`src/rtl/rip_pipe_ctrl.sv`:
```
// Pipeline valid/stall/flush controller with run/drain/halt FSM and saturating performance counters.
// Latency: stage_state and fetch_en are combinational from the valid flops and this cycle's stall/flush; state and counters update on the next rising edge.
// Backpressure: stall_req holds a stage and everything younger; flush_req kills younger stages; halt_req stops fetch and drains the pipeline.
//
// Ports:
//   clk, rst                  clock; asynchronous active-high reset
//   start, halt_req           FSM control pulses
//   stall_req, flush_req      per-stage hazard requests (bit i = stage i; stage 0 youngest)
//   clr_cnt                   synchronous clear of all counters
//   stage_state               per stage {INVALID,STALL,READY}, stage i at [3i+2:3i]
//   fetch_en, halted          stage 0 load enable; FSM in HALTED
//   cycle_cnt .. flush_cnt    saturating performance counters
module rip_pipe_ctrl #(
    parameter int NUM_STAGES = 5,
    parameter int CNT_W      = 32
) (
    input  logic                    clk,
    input  logic                    rst,
    input  logic                    start,
    input  logic                    halt_req,
    input  logic [NUM_STAGES-1:0]   stall_req,
    input  logic [NUM_STAGES-1:0]   flush_req,
    input  logic                    clr_cnt,
    output logic [3*NUM_STAGES-1:0] stage_state,
    output logic                    fetch_en,
    output logic                    halted,
    output logic [CNT_W-1:0]        cycle_cnt,
    output logic [CNT_W-1:0]        retire_cnt,
    output logic [CNT_W-1:0]        stall_cnt,
    output logic [CNT_W-1:0]        flush_cnt
);

    typedef enum logic [1:0] {
        ST_IDLE   = 2'd0,
        ST_RUN    = 2'd1,
        ST_DRAIN  = 2'd2,
        ST_HALTED = 2'd3
    } state_t;

    state_t                  state_q, state_d;
    logic [NUM_STAGES-1:0]   v_q, v_d;
    logic [CNT_W-1:0]        cycle_cnt_q, cycle_cnt_d;
    logic [CNT_W-1:0]        retire_cnt_q, retire_cnt_d;
    logic [CNT_W-1:0]        stall_cnt_q, stall_cnt_d;
    logic [CNT_W-1:0]        flush_cnt_q, flush_cnt_d;

    logic                    run;
    logic                    flush_any;
    logic [NUM_STAGES-1:0]   flush_above;  // a flush bit exists at an index strictly above i (i < f)
    logic [NUM_STAGES-1:0]   stall_eff;    // stall requests at or above the flushing stage
    logic [NUM_STAGES-1:0]   hold;         // prefix mask: 1 for every i <= s
    logic [NUM_STAGES-1:0]   hold_top;     // single bit at s
    logic                    stall_any;
    logic                    stall_valid;
    logic                    retire;

    function automatic logic [CNT_W-1:0] sat_inc(input logic [CNT_W-1:0] c, input logic en);
        return (en && (c != {CNT_W{1'b1}})) ? c + CNT_W'(1) : c;
    endfunction

    assign run = (state_q == ST_RUN);

    // Hazard decode. Both priority encoders are expressed as suffix-OR masks so
    // no index arithmetic is needed: hold is the OR of stall_eff from i upward,
    // which is exactly "i <= highest surviving stall".
    always_comb begin
        flush_above = '0;
        stall_eff   = '0;
        hold        = '0;
        hold_top    = '0;

        for (int i = NUM_STAGES - 2; i >= 0; i--) begin
            flush_above[i] = flush_above[i+1] | flush_req[i+1];
        end
        flush_any = |flush_req;

        // A stall below the flushing stage belongs to an instruction being killed.
        stall_eff = stall_req & ~flush_above;
        stall_any = |stall_eff;

        hold[NUM_STAGES-1] = stall_eff[NUM_STAGES-1];
        for (int i = NUM_STAGES - 2; i >= 0; i--) begin
            hold[i] = hold[i+1] | stall_eff[i];
        end

        hold_top[NUM_STAGES-1] = hold[NUM_STAGES-1];
        for (int i = 0; i < NUM_STAGES - 1; i++) begin
            hold_top[i] = hold[i] & ~hold[i+1];
        end

        stall_valid = |(hold_top & v_q);
        retire      = v_q[NUM_STAGES-1] & ~hold[NUM_STAGES-1];
    end

    // Valid-bit advance.
    always_comb begin
        v_d    = '0;
        v_d[0] = hold[0] ? v_q[0] : run;
        for (int i = 1; i < NUM_STAGES; i++) begin
            if (hold[i]) begin
                v_d[i] = v_q[i];
            end else if (hold[i-1]) begin
                v_d[i] = 1'b0;           // bubble behind the oldest held stage
            end else if (flush_above[i]) begin
                v_d[i] = 1'b0;           // younger than the flushing stage
            end else begin
                v_d[i] = v_q[i-1];
            end
        end
    end

    // FSM next state.
    always_comb begin
        state_d = state_q;
        unique case (state_q)
            ST_IDLE, ST_HALTED: begin
                if (start) begin
                    state_d = ST_RUN;
                end
            end
            ST_RUN: begin
                if (halt_req) begin
                    state_d = ST_DRAIN;
                end
            end
            ST_DRAIN: begin
                if (start) begin
                    state_d = ST_RUN;
                end else if (v_q == '0) begin
                    state_d = ST_HALTED;
                end
            end
            default: state_d = ST_IDLE;
        endcase
    end

    // Counters: clear wins over increment.
    always_comb begin
        cycle_cnt_d  = sat_inc(cycle_cnt_q, (state_q == ST_RUN) || (state_q == ST_DRAIN));
        retire_cnt_d = sat_inc(retire_cnt_q, retire);
        stall_cnt_d  = sat_inc(stall_cnt_q, stall_any & stall_valid);
        flush_cnt_d  = sat_inc(flush_cnt_q, flush_any);
        if (clr_cnt) begin
            cycle_cnt_d  = '0;
            retire_cnt_d = '0;
            stall_cnt_d  = '0;
            flush_cnt_d  = '0;
        end
    end

    always_ff @(posedge clk or posedge rst) begin
        if (rst) begin
            state_q      <= ST_IDLE;
            v_q          <= '0;
            cycle_cnt_q  <= '0;
            retire_cnt_q <= '0;
            stall_cnt_q  <= '0;
            flush_cnt_q  <= '0;
        end else begin
            state_q      <= state_d;
            v_q          <= v_d;
            cycle_cnt_q  <= cycle_cnt_d;
            retire_cnt_q <= retire_cnt_d;
            stall_cnt_q  <= stall_cnt_d;
            flush_cnt_q  <= flush_cnt_d;
        end
    end

    // Outputs.
    always_comb begin
        stage_state = '0;
        for (int i = 0; i < NUM_STAGES; i++) begin
            if (!v_q[i]) begin
                stage_state[3*i +: 3] = 3'b100;
            end else if (hold[i]) begin
                stage_state[3*i +: 3] = 3'b010;
            end else begin
                stage_state[3*i +: 3] = 3'b001;
            end
        end
    end

    assign fetch_en   = run & ~hold[0];
    assign halted     = (state_q == ST_HALTED);
    assign cycle_cnt  = cycle_cnt_q;
    assign retire_cnt = retire_cnt_q;
    assign stall_cnt  = stall_cnt_q;
    assign flush_cnt  = flush_cnt_q;

endmodule
```
`config.mk`:
```
export PLATFORM = sky130hd
export DESIGN_NAME = rip_pipe_ctrl
export DESIGN_NICKNAME = d
export VERILOG_FILES = /design/src/rtl/rip_pipe_ctrl.sv
export SDC_FILE = /design/constraint.sdc
export NUM_CORES = 1
export LEC_CHECK = 0
export ABC_CLOCK_PERIOD_IN_PS = 10400
export CORE_ASPECT_RATIO = 0.8
export CORE_UTILIZATION = 30
export CTS_CLUSTER_DIAMETER = 150
export DETAILED_ROUTE_END_ITERATION = 8
export PLACE_DENSITY_LB_ADDON = 0.25
export SETUP_SLACK_MARGIN = 0.3
export SYNTH_ARGS = -nofsm -noshare
export SYNTH_HDL_FRONTEND = slang
export SYNTH_SLANG_ARGS = --single-unit
export TNS_END_PERCENT = 1
```
`constraint.sdc`:
```
create_clock -name clk -period 10.4 [get_ports clk]
set_clock_uncertainty 0.2 [all_clocks]
set_input_delay 2.6 -clock clk [delete_from_list [all_inputs] [get_ports clk]]
set_output_delay 2.6 -clock clk [all_outputs]
set_load 0.02 [all_outputs]
```
# Word level (Yosys, flattened, before mapping)

Index checks and enable logic that the tools add are counted.
W data, S select, Z words.

Register bits after elaboration: 135
Latch bits: 0
Bits in writable memories: 0
Memory bits (read-only): 0
Input port bits: 15
Output and inout port bits: 145
Logic and storage cells: 92
Memories: 0

Add/sub/neg operators: 4
Multipliers: 0
Div/mod/pow operators: 0
Order comparisons: 0
Equality and inequality tests: 10
Shift operators: 0
Multiplexer cells: 30
Bitwise gates (word level): 22
Reduce and logical (&&, ||, !) cells: 16

Operators by type and width:

| kind                    | number |
|---|---|
| $mux W32                | 8 |
| $add A32 B1 Y32 const B | 4 |
| $ne A32 B32 Y1 const B  | 4 |
| $mux W2                 | 9 |
| $mux W3                 | 5 |
| $reduce_or A5 Y1        | 3 |
| $and A5 B5 Y5           | 2 |
| $reduce_bool A2 Y1      | 4 |
| $and A1 B1 Y1           | 7 |
| $mux W1                 | 7 |
| $or A1 B1 Y1            | 7 |
| $pmux W2 S3             | 1 |
| $logic_not A5 Y1        | 1 |
| $not A1 Y1              | 5 |
| $not A4 Y5              | 1 |
| $eq A2 B2 Y1 const B    | 2 |
| $logic_and A1 B1 Y1     | 4 |
| $ne A2 B2 Y1 const B    | 2 |
| $ne A3 B3 Y1 const B    | 1 |
| $reduce_and A3 Y1       | 1 |
| $eq A2 B1 Y1 const B    | 1 |
| $logic_not A2 Y1        | 1 |
| $reduce_or A2 Y1        | 1 |
| $logic_or A1 B1 Y1      | 1 |

# Logic depth before layout (Yosys ltp)

Depth in word-level cells: 16
Depth in mapped cells: 8
Depth with buffers taken out: 8

# Worst setup path before layout

Ideal clock, no wire load.

Path kind: input to output
Start: in stall_req[2]
End: out stage_state[3]
Data arrival time: 3.596 ns
Slack: 4.004 ns
Stages on the path: 3
Cells stage by stage: nor2b_1 > o31a_1 > nor3_1

Word-level cells in the longest chain between the ends: 5

Ends and longest elaborated chain:

| item                      | line | source |
|---|---|---|
| start, declared           | 21   | `input logic [NUM_STAGES-1:0] stall_req,` |
| $and A5 B5 Y5             | 78   | `stall_eff = stall_req & ~flush_above;` |
| $or A1 B1 Y1 (2 in a row) | 83   | `hold[i] = hold[i+1] \| stall_eff[i];` |
| $mux W2                   | 175  | `end else if (hold[i]) begin` |
| $mux W3                   | 173  | `if (!v_q[i]) begin` |
| end, declared             | 24   | `output logic [3*NUM_STAGES-1:0] stage_state,` |

No other way between the ends.

# Final worst setup path

Start: in flush_req[4]
End: out stage_state[1]

Word-level cells in the longest chain between the ends: 8
Elaborated cells between the ends (all ways): 11
Those cells by class: mux: 2; bitwise: 9

Ends and longest elaborated chain:

| item                                                    | line   | source |
|---|---|---|
| start, declared                                         | 22     | `input logic [NUM_STAGES-1:0] flush_req,` |
| $not A4 Y5 *                                            | 78     |  |
| $and A5 B5 Y5 *                                         | 78     |  |
| $or A1 B1 Y1, or another cell as far along (2 in a row) | 83     |  |
| $or A1 B1 Y1 or $and A5 B5 Y5 (tied branches)           | 83, 78 |  |
| $or A1 B1 Y1 *                                          | 83     |  |
| $mux W2 *                                               | 175    |  |
| $mux W3 *                                               | 173    |  |

Every way passes the cells marked *; elsewhere a longest branch is shown, timed or not.

==> results.md <==
### STA
- Fmax: 133 MHz
- Final Critical Period: 7.53 ns
- setup TNS: 0 ns
- max-slew violation count: 0
- worst rel slew slack: 33.9%
- final hold violation count: 0
- Final Cycle Share: 72.4%
- pin slew with the least headroom to its limit: 0.984 ns
- number of setup violations in the final report: 0
- unrepaired setup endpoints after global routing: no
- Min Hold Slack: 0.361 ns

### Detailed routing
- average wire per cell in the routed design: 15.6 microns
- number of DRC markers in iteration 0: 361
- top routing layer in use: met4
- remaining routing DRC violations: 0
- iteration count of the initial detailed-routing pass: 4
- Via-to-Cell Ratio: 5.05
- total vias in the final route: 6,432
- Total Routed Length: 19,800 microns
- DR WL met2: 8440 microns
- met1 layer wirelength in the final routing: 10,100 microns
- number of antenna-violating nets in the routed design: 0
- DR WL met3: 1130 microns

### Yosys
- mean instance size in the synthesized netlist: 9.10 sq um
- Syn Nets: 817
- total standard cell area after synthesis: 7230 sq um
- Most used DFF post-synth: sky130_fd_sc_hd__dfrtp_1
- yosys synthesis warning count: 0
- count of flip-flops with a built-in enable after synthesis: 0
- post-synthesis async set-or-reset flop share: 100%
- ranking of synthesized cells by area: sky130_fd_sc_hd__dfrtp_1, sky130_fd_sc_hd__nor2_1, sky130_fd_sc_hd__xnor2_1
- biggest area consumer among synthesized cells: sky130_fd_sc_hd__dfrtp_1
- post-synthesis register bit count: 135
- register area share after synthesis: 46.7%
- distinct cell type count of the synthesized netlist: 51
- share of Yosys cell area claimed by the top area cell type: 46.7%
- number of instances in the synthesized netlist: 794

### Worst setup path
- Worst EP arrival: 4.73 ns
- number of buffers and inverters on the critical path: 3
- critical path endpoint category: primary output
- crit path max fanout: 11
- CP peak stage delay: 0.60 ns
- Worst R2R Setup Slack: 7.62 ns
- Max stage delay cell, worst path: sky130_fd_sc_hd__clkdlybuf4s50_1
- critical path start-end classification: in -> out
- Register-to-Register Path Depth: 7
- CP top delay family: buffers and inverters
- list of cells traversed by the critical path: clkdlybuf4s50_1 -> or3_1 -> o21ai_1 -> buf_4 -> and2_1 -> clkdlybuf4s50_1
- Most common cell on crit path: sky130_fd_sc_hd__clkdlybuf4s50_1
- first element of the critical path: flush_req[4]
- worst flop-to-flop path endpoint: flush_cnt[26]
- crit path launch type: input pin
- critical path data required time: 7.60 ns
- startpoint of the worst-slack reg-to-reg timing path: flush_cnt[0]

### Clocking
- CTS root buffer: sky130_fd_sc_hd__clkbuf_16
- clock tree from TritonCTS: done
- source-to-sink clock delay at the later pin of the worst-skew pair: 0.42 ns
- clk slew on worst S/H paths: 0.06 ns
- number of H-tree levels: 4
- largest buffer count on any clock path: 2
- number of buffers added to fix hold violations after cts: 0
- clock sink total: 135
- Setup Buffers After CTS: 0
- Gates resized, CTS repair: 0
- number of clock buffers inserted by TritonCTS: 17

### Power and ir drop
- pwr/cell area: 144 nW/um^2
- Pleak: 3.72 nW
- peak supply drop: 0.0823 mV

### Final layout
- post-route standard cell area excluding fillers: 9810 sq um
- ant diodes: 0
- net total in the final layout: 974
- Filler cells: 2,358
- Area Growth Syn to Fin: 35.7%
- layout cell share with drive strength beyond 1: 4.99%

### Flow run
- number of max-cap violations: 0

### Placement
- area after detailed placement: 9150 sq um
- number of I/O port buffers: 159
- GP Congestion: 0.775
- HPWL after detailed placement: 13,700 microns

### Hold path
- startpoint of the tightest hold check path: stall_cnt[31]
- worst min-delay path category: reg -> reg
- cell count of the worst hold path: 2
- sink of the worst hold path: stall_cnt[31]

### Outcome
- result of the run: finished clean

### Floorplanning
- die area: 24,700 sq um
- Core Footprint: 23,500 sq um
- IO Pins: 160
- effective utilization at floorplan: 30.7%
- floorplan row count: 50
- die width: 176 microns
- height of the die: 141 microns

### Global route
- maximum number of pins on one net before global-route repair: 72
- vias in the first global route: 6,065
- first-pass GRT wire length: 32,300 microns
- overall track demand over capacity in global routing: 16.4%
- number of antenna violations at the first check in global routing: 0
- remaining global-route overflow: 0

-- cell type report --
cell class                      count  area [sq um]  share of cell area [%]
Inverter                           33           129                    1.31
Clock buffer                       19           443                    4.51
Tap cell                          312           390                    3.98
Timing Repair Buffer              163          1620                    16.5
Multi-Input combinational cell    601          3630                    37.0
Sequential cell                   135          3380                    34.4
Clock inverter                     11           223                    2.27
-- worst register-to-register path, cell delays in order, from the launching register on --
cell,delay (ns)
sky130_fd_sc_hd__dfrtp_1,0.42
sky130_fd_sc_hd__ha_1,0.19
sky130_fd_sc_hd__nand2_1,0.15
sky130_fd_sc_hd__nor4_1,0.51
sky130_fd_sc_hd__o2111ai_1,0.57
sky130_fd_sc_hd__nor3_1,0.39
sky130_fd_sc_hd__xnor2_1,0.15
sky130_fd_sc_hd__nor2_1,0.05
-- through the flow --
| stage | total power, mW | util [%] | setup slack, ns | std cells |
|---|---|---|---|---|
| 3_5_place_dp | 0.734 | 38.9 | 2.85 | 1244 |
| 6_report | 1.41 | 41.7 | 2.87 | 1274 |
| 5_1_grt | 1.47 | 41.7 | 2.68 | 1274 |
| 3_3_place_gp | 0.732 | 38.9 | 2.87 | 1244 |
| 2_1_floorplan | 0.665 | - | 3.99 | 794 |
| 4_1_cts | 1.43 | 41.7 | 2.84 | 1274 |
-- sequential cells by signal, indices dropped and copies added, names as in the netlist --
signal / flops
flush_cnt: 32
retire_cnt: 32
stall_cnt: 32
v_q: 5
cycle_cnt: 32
state_q: 2
-- Yosys cell counts (8+ instances only) --
cell,count
sky130_fd_sc_hd__clkbuf_1,21
sky130_fd_sc_hd__nand3_1,45
sky130_fd_sc_hd__nor2_1,119
sky130_fd_sc_hd__xor2_1,35
sky130_fd_sc_hd__dfrtp_1,135
sky130_fd_sc_hd__and3_1,15
sky130_fd_sc_hd__or4_1,11
sky130_fd_sc_hd__o21ai_1,11
sky130_fd_sc_hd__o31ai_1,10
sky130_fd_sc_hd__nand2_1,46
sky130_fd_sc_hd__nor3_1,21
sky130_fd_sc_hd__and4_1,16
sky130_fd_sc_hd__nand4_1,41
sky130_fd_sc_hd__inv_1,33
sky130_fd_sc_hd__or3_1,31
sky130_fd_sc_hd__nor4_1,17
sky130_fd_sc_hd__a21oi_1,44
sky130_fd_sc_hd__o21ai_0,23
sky130_fd_sc_hd__ha_1,8
sky130_fd_sc_hd__xnor2_1,49
sky130_fd_sc_hd__and2_1,8
-- worst max path at each step --
| stage | to | slack (ns) | cells after the start |
|---|---|---|---|
| global route | stage_state[0] | 2.68 | 7 |
| CTS | stage_state[4] | 2.84 | 6 |
| detailed placement | stage_state[4] | 2.85 | 6 |
| finish | stage_state[1] | 2.87 | 6 |
| global placement | stage_state[1] | 2.87 | 6 |
| floorplan | cycle_cnt[0] | 3.99 | 1 |
-- cell families after synthesis --
family	synth area share, %
AND/OR/NAND/NOR	28.9
flip-flops	46.7
AO/OA/AOI/OAI	9.00
buffers and inverters	3.06
multiplexers	0.710
adder cells (fa/ha/maj)	1.38
XOR/XNOR	10.2
-- cell usage in the layout (no fill, tap or decap), types with 4 or more instances in the layout --
cell type                         synthesis  layout
sky130_fd_sc_hd__clkdlybuf4s50_1          0     158
sky130_fd_sc_hd__dfrtp_1                135     135
sky130_fd_sc_hd__nor2_1                 119     119
sky130_fd_sc_hd__xnor2_1                 49      49
sky130_fd_sc_hd__nand2_1                 46      46
sky130_fd_sc_hd__nand3_1                 45      45
sky130_fd_sc_hd__a21oi_1                 44      44
sky130_fd_sc_hd__nand4_1                 41      41
sky130_fd_sc_hd__xor2_1                  35      35
sky130_fd_sc_hd__inv_1                   33      32
sky130_fd_sc_hd__or3_1                   31      31
sky130_fd_sc_hd__o21ai_0                 23      23
sky130_fd_sc_hd__nor3_1                  21      21
sky130_fd_sc_hd__nor4_1                  17      17
sky130_fd_sc_hd__clkbuf_16                0      17
sky130_fd_sc_hd__and4_1                  16      16
sky130_fd_sc_hd__and3_1                  15      15
sky130_fd_sc_hd__or4_1                   11      11
sky130_fd_sc_hd__o21ai_1                 11      11
sky130_fd_sc_hd__o31ai_1                 10      10
sky130_fd_sc_hd__and2_1                   8       8
sky130_fd_sc_hd__ha_1                     8       8
sky130_fd_sc_hd__or2_2                    6       6
sky130_fd_sc_hd__bufinv_16                0       6
sky130_fd_sc_hd__nor4b_1                  5       5
sky130_fd_sc_hd__buf_4                    0       5
sky130_fd_sc_hd__mux2i_1                  4       4
sky130_fd_sc_hd__nor2b_1                  4       4
-- power by group --
part | internal [mW] | total, mW | switching [mW] | leakage [nW]
sequential | 0.537 | 0.554 | 0.0170 | 1.88
clock | 0.455 | 0.693 | 0.237 | 0.320
combinational | 0.0627 | 0.165 | 0.103 | 1.52
total | 1.06 | 1.41 | 0.357 | 3.72
-- layer usage --
| metal | vias to the layer above | track usage [%] |
|---|---|---|
| met5 | - | 0 |
| met4 | 0 | 4.30 |
| met3 | 15 | 4.53 |
| met2 | 159 | 23.5 |
| met1 | 3107 | 24.2 |
| li1 | 3151 | - |
No activity file was read; power rests on OpenSTA's default activity.
